## config.mk

```make
export PLATFORM = sky130hd
export DESIGN_NAME = skid_reg
export DESIGN_NICKNAME = d
export VERILOG_FILES = /design/src/rtl/skid_reg_pkg.sv /design/src/rtl/skid_reg_dreg.sv /design/src/rtl/skid_reg.sv
export SDC_FILE = /design/constraint.sdc
export NUM_CORES = 1
export LEC_CHECK = 0
export CAP_MARGIN = 25
export CORE_AREA = 3 3 40 42
export DETAILED_ROUTE_END_ITERATION = 8
export DIE_AREA = 0 0 43 45
export DONT_BUFFER_PORTS = 1
export SLEW_MARGIN = 20
export SYNTH_ARGS = -nofsm -noshare
export SYNTH_HDL_FRONTEND = slang
export SYNTH_SLANG_ARGS = --single-unit
```

## constraint.sdc

```tcl
create_clock -name Clk -period 1.65 [get_ports Clk]
set_input_delay 0.0825 -clock Clk [delete_from_list [all_inputs] [get_ports Clk]]
set_output_delay 0.0825 -clock Clk [all_outputs]
set_load 0.005 [all_outputs]
```

## src/rtl/skid_reg_pkg.sv

```systemverilog
// Shared state encoding for the skid_reg handshake register.
// Occupancy (count) reuses these numeric values directly.
package skid_reg_pkg;

  typedef enum logic [1:0] {
    EMPTY = 2'b00,
    BUSY  = 2'b01,
    FULL  = 2'b10
  } state_t;

endpackage

```

## src/rtl/skid_reg_dreg.sv

```systemverilog
// Plain data register with synchronous active-high reset; 1-cycle latency, no backpressure.
// Enable is applied by the parent, which feeds back q through its d mux.
module skid_reg_dreg #(
  parameter int WIDTH = 2
) (
  input  logic             Clk,
  input  logic             Rst,
  input  logic [WIDTH-1:0] d,
  output logic [WIDTH-1:0] q
);

  always_ff @(posedge Clk) begin
    if (Rst) q <= '0;
    else     q <= d;
  end

endmodule

```

## src/rtl/skid_reg.sv

```systemverilog
// Two-entry skid buffer: a pushed word shows on q the cycle after its push edge.
// in_ready depends only on registered state and Rst, so out_ready never reaches it combinationally.
module skid_reg #(
  parameter int DATAWIDTH = 2
) (
  input  logic                 Clk,
  input  logic                 Rst,
  input  logic [DATAWIDTH-1:0] d,
  input  logic                 in_valid,
  output logic                 in_ready,
  output logic [DATAWIDTH-1:0] q,
  output logic                 out_valid,
  input  logic                 out_ready,
  output logic [1:0]           count
);

  import skid_reg_pkg::*;

  state_t               state_q;
  state_t               state_d;
  logic                 push;
  logic                 pop;
  logic                 load_q;
  logic                 q_from_skid;
  logic                 load_skid;
  logic [DATAWIDTH-1:0] skid_q;
  logic [DATAWIDTH-1:0] skid_d;

  assign in_ready  = (state_q != FULL) & ~Rst;
  assign out_valid = (state_q != EMPTY);
  assign count     = (state_q == FULL) ? 2'd2 :
                     (state_q == BUSY) ? 2'd1 : 2'd0;

  assign push = in_valid & in_ready;
  assign pop  = out_valid & out_ready;

  always_comb begin
    state_d     = state_q;
    load_q      = 1'b0;
    q_from_skid = 1'b0;
    load_skid   = 1'b0;
    case (state_q)
      EMPTY: begin
        if (push) begin
          load_q  = 1'b1;
          state_d = BUSY;
        end
      end
      BUSY: begin
        if (push && pop) begin
          load_q = 1'b1;
        end else if (push) begin
          load_skid = 1'b1;
          state_d   = FULL;
        end else if (pop) begin
          state_d = EMPTY;
        end
      end
      FULL: begin
        if (pop) begin
          load_q      = 1'b1;
          q_from_skid = 1'b1;
          state_d     = BUSY;
        end
      end
      default: state_d = EMPTY;
    endcase
  end

  // q loads from either the input or the skid entry, so it stays inline.
  always_ff @(posedge Clk) begin
    if (Rst) begin
      state_q <= EMPTY;
      q       <= '0;
    end else begin
      state_q <= state_d;
      if (load_q) q <= q_from_skid ? skid_q : d;
    end
  end

  assign skid_d = load_skid ? d : skid_q;

  skid_reg_dreg #(
    .WIDTH (DATAWIDTH)
  ) u_skid (
    .Clk (Clk),
    .Rst (Rst),
    .d   (skid_d),
    .q   (skid_q)
  );

endmodule

```

==> out/metrics.csv <==
stage,metric,value,unit
clock_tree,h-tree-depth,1,
synth,yosys.cell_types.count,19,
critical_path,reg2reg_setup_slack,0.46,ns
sta,finalMaxSlewViolations,0,
placement,gp_congestion,0.7048,
sta,post-route-min-period,1.190,ns
placement,hpwl,523.8,µm
critical_path,critPathLaunch,state_q[1]$_SDFFE_PP0P_,
clock_tree,clk-insertion-delay-late,0.24,ns
sta,hold_viol,0,
global_route,grtUsageTotal,0.08013,
min_path,hp-class,primary input to flip-flop,
drt,routed_via_density,4.776,
clock_tree,cts_max_path_buffers,2,
clock_tree,ctsRootBufferMaster,clkbuf_4,
critical_path,end_kind,flip-flop,
drt,drc,0,
critical_path,crit_type,flip-flop to flip-flop,
synth,syn_area,339.1,µm²
critical_path,cp_slowest_cell,or3b_1,
sta,fin_ws,0.4599,ns
critical_path,r2r_end,q[0]$_SDFFE_PP0P_,
synth,yosysWarningCount,0,
sta,final-setup-viol-count,0,
floorplan,core-area,0.001285,mm²
synth,syn_nets,45,
floorplan,start_util,0.2639,
drt,antenna_left,0,
floorplan,fp.dieArea,0.001935,mm²
flow_run,drv_cap,0,
clock_tree,cts_buffers,3,
final_layout,diodes,0,
floorplan,fp.dieH,45,µm
global_route,grt_pass1_wl,1.131,mm
sta,worst_pin_slew,0.3314,ns
floorplan,die_x,43,µm
sta,tns,0,ns
global_route,grt-ovfl-total,0,
critical_path,cp.arrival,1.31,ns
clock_tree,clkTransAtPathRegs,0.05,ns
critical_path,path_cells,or3b_1 > o21ai_1 > a311oi_1,
critical_path,path_depth,3,
drt,vias,277,
power,power_density,839.5,mW/mm²
final_layout,drive_gt1_frac,0.1395,
placement,port_buffers,0,
synth,yosysSeqAreaShare,0.3542,
sta,finClkSkew,0.005453,ns
outcome,outcome,completed,
critical_path,critPathBufInv,0,
final_layout,fin_area,400.4,µm²
clock_tree,cts_sinks,6,
critical_path,worstPathRequired,1.77,ns
critical_path,startpoint_type,flip-flop,
global_route,antenna_found_initial,0,
drt,first_pass_iters,3,
final_layout,nFillCells,129,
sta,fmax,840.3,MHz
synth,avgSynthCellArea,8.694,µm²
synth,yosysTopAreaCellShare,0.3542,
synth,yosysTopAreaCell,dfxtp_1,
critical_path,r2r_start,state_q[1]$_SDFFE_PP0P_,
synth,ys_ff_latch,6,
synth,postSynthCellCount,39,
power,power.leakage,0.0001520,µW
min_path,hold_depth,2,
drt,wl_per_cell,12.28,µm
floorplan,rows,13,
drt,drt_iter0_markers,5,
placement,pre_cts_ws,0.4713,ns
critical_path,crit_fanout,10,
floorplan,pin_count,12,
critical_path,cp_slowest_stage_delay,0.42,ns
sta,rsz0062_at_grt,false,
min_path,whs_endpoint,u_skid.q[1]$_SDFFE_PP0P_,
global_route,grt_max_degree,11,
power,ir_drop,0.4222,mV
sta,post-route-period-util,0.7213,
critical_path,reg2reg_depth,3,
critical_path,cp_top_family,simple AND/OR/NAND/NOR gates,
placement,placed_area,347.8,µm²
final_layout,nNetsFinal,51,
sta,slew_headroom,0.7787,
synth,synth_top_cells_by_area,"dfxtp_1 (35%), mux2i_1 (8.9%), nor2_1 (6.6%), nor2b_1 (5.5%), a311oi_1 (5.2%)",
global_route,first_global_vias,261,
min_path,min_from,d[1],
clock_tree,ctsResizeCount,0,
drt,wirelength,712,µm
final_layout,syn_to_final_growth,18.08,%
clock_tree,cts_tree,yes,
==> report_power, final <==
part           internal (µW)  switching (µW)
Combinational           24.6            16.3
Sequential               152            8.90
Clock                   82.2            51.7
Total                    259            76.8
==> worst max path at each step <==
stage,slack (ns),to
finish,0.46,q[0]$_SDFFE_PP0P_
global route,0.39,q[1]$_SDFFE_PP0P_
detailed placement,0.47,q[0]$_SDFFE_PP0P_
global placement,0.50,q[0]$_SDFFE_PP0P_
floorplan,0.51,q[0]$_SDFFE_PP0P_
CTS,0.46,q[0]$_SDFFE_PP0P_
==> cell usage in the layout, fill, tap and decap left out, types with 2 or more instances in the layout <==
| cell type | count |
|---|---|
| a311oi_1 | 2 |
| or3b_1 | 2 |
| mux2i_1 | 3 |
| nor2_1 | 6 |
| dfxtp_1 | 6 |
| dlygate4sd3_1 | 3 |
| nand3_1 | 2 |
| nor2b_1 | 3 |
| clkbuf_4 | 3 |
| a21oi_1 | 2 |
| o21ai_1 | 2 |
==> layout make-up <==
class	count	area [µm²]	area share
Timing Repair Buffer	3	30.03	0.07500
Tap cell	15	18.77	0.04688
Multi-Input combinational cell	31	209.0	0.5219
Sequential cell	6	120.1	0.3000
Clock buffer	3	22.52	0.05625
==> cell usage after synthesis (all sizes together) <==
cell    instances
nand3           2
buf             2
nor2            6
dfxtp           6
a311oi          2
nand3b          1
nand2           1
nor3b           1
or3b            2
nor2b           3
and4bb          1
o21ba           1
or2b            1
and2b           1
or2             1
nor3            1
a21oi           2
o21ai           2
mux2i           3
==> repair_timing <==
item / CTS / global route
buffers inserted: 0 / 0
hold buffers: 3 / 0
endpoints found under the hold margin: 6 / 0
==> cells by family (layout without fill, tap and decap cells) <==
kind of cell | Yosys count | in the layout | synth area share
AND/OR/NAND/NOR | 21 | 21 | 0.3875
AO/OA/AOI/OAI | 7 | 7 | 0.1402
flip-flops | 6 | 6 | 0.3543
multiplexers | 3 | 3 | 0.08856
buffers and inverters | 2 | 6 | 0.02952
==> flip-flops by register name (all words and copies together), names as in the netlist <==
register and cells:
u_skid.q 2, q 2, state_q 2
==> metal layers <==
layer / GRT usage / part of all wire / vias to the layer above
met5: 0 / 0 / -
met4: 0 / 0 / 0
met3: 0.06773 / 0.069 / 0
met2: 0.1168 / 0.43 / 5
met1: 0.09709 / 0.50 / 121
li1: - / - / 151
==> through the flow <==
step | total power, µW | utilization | cells | hold WS [ns]
2_1_floorplan | 194.9 | - | 39 | 0.1593
3_3_place_gp | 196.9 | 0.2707 | 52 | 0.1571
3_5_place_dp | 197.6 | 0.2707 | 52 | 0.1591
4_1_cts | 345.0 | 0.3116 | 58 | 0.007153
5_1_grt | 362.4 | 0.3116 | 58 | 0.01284
6_report | 336.1 | 0.3116 | 58 | 0.01131
Power figures use the tool's default switching activity.
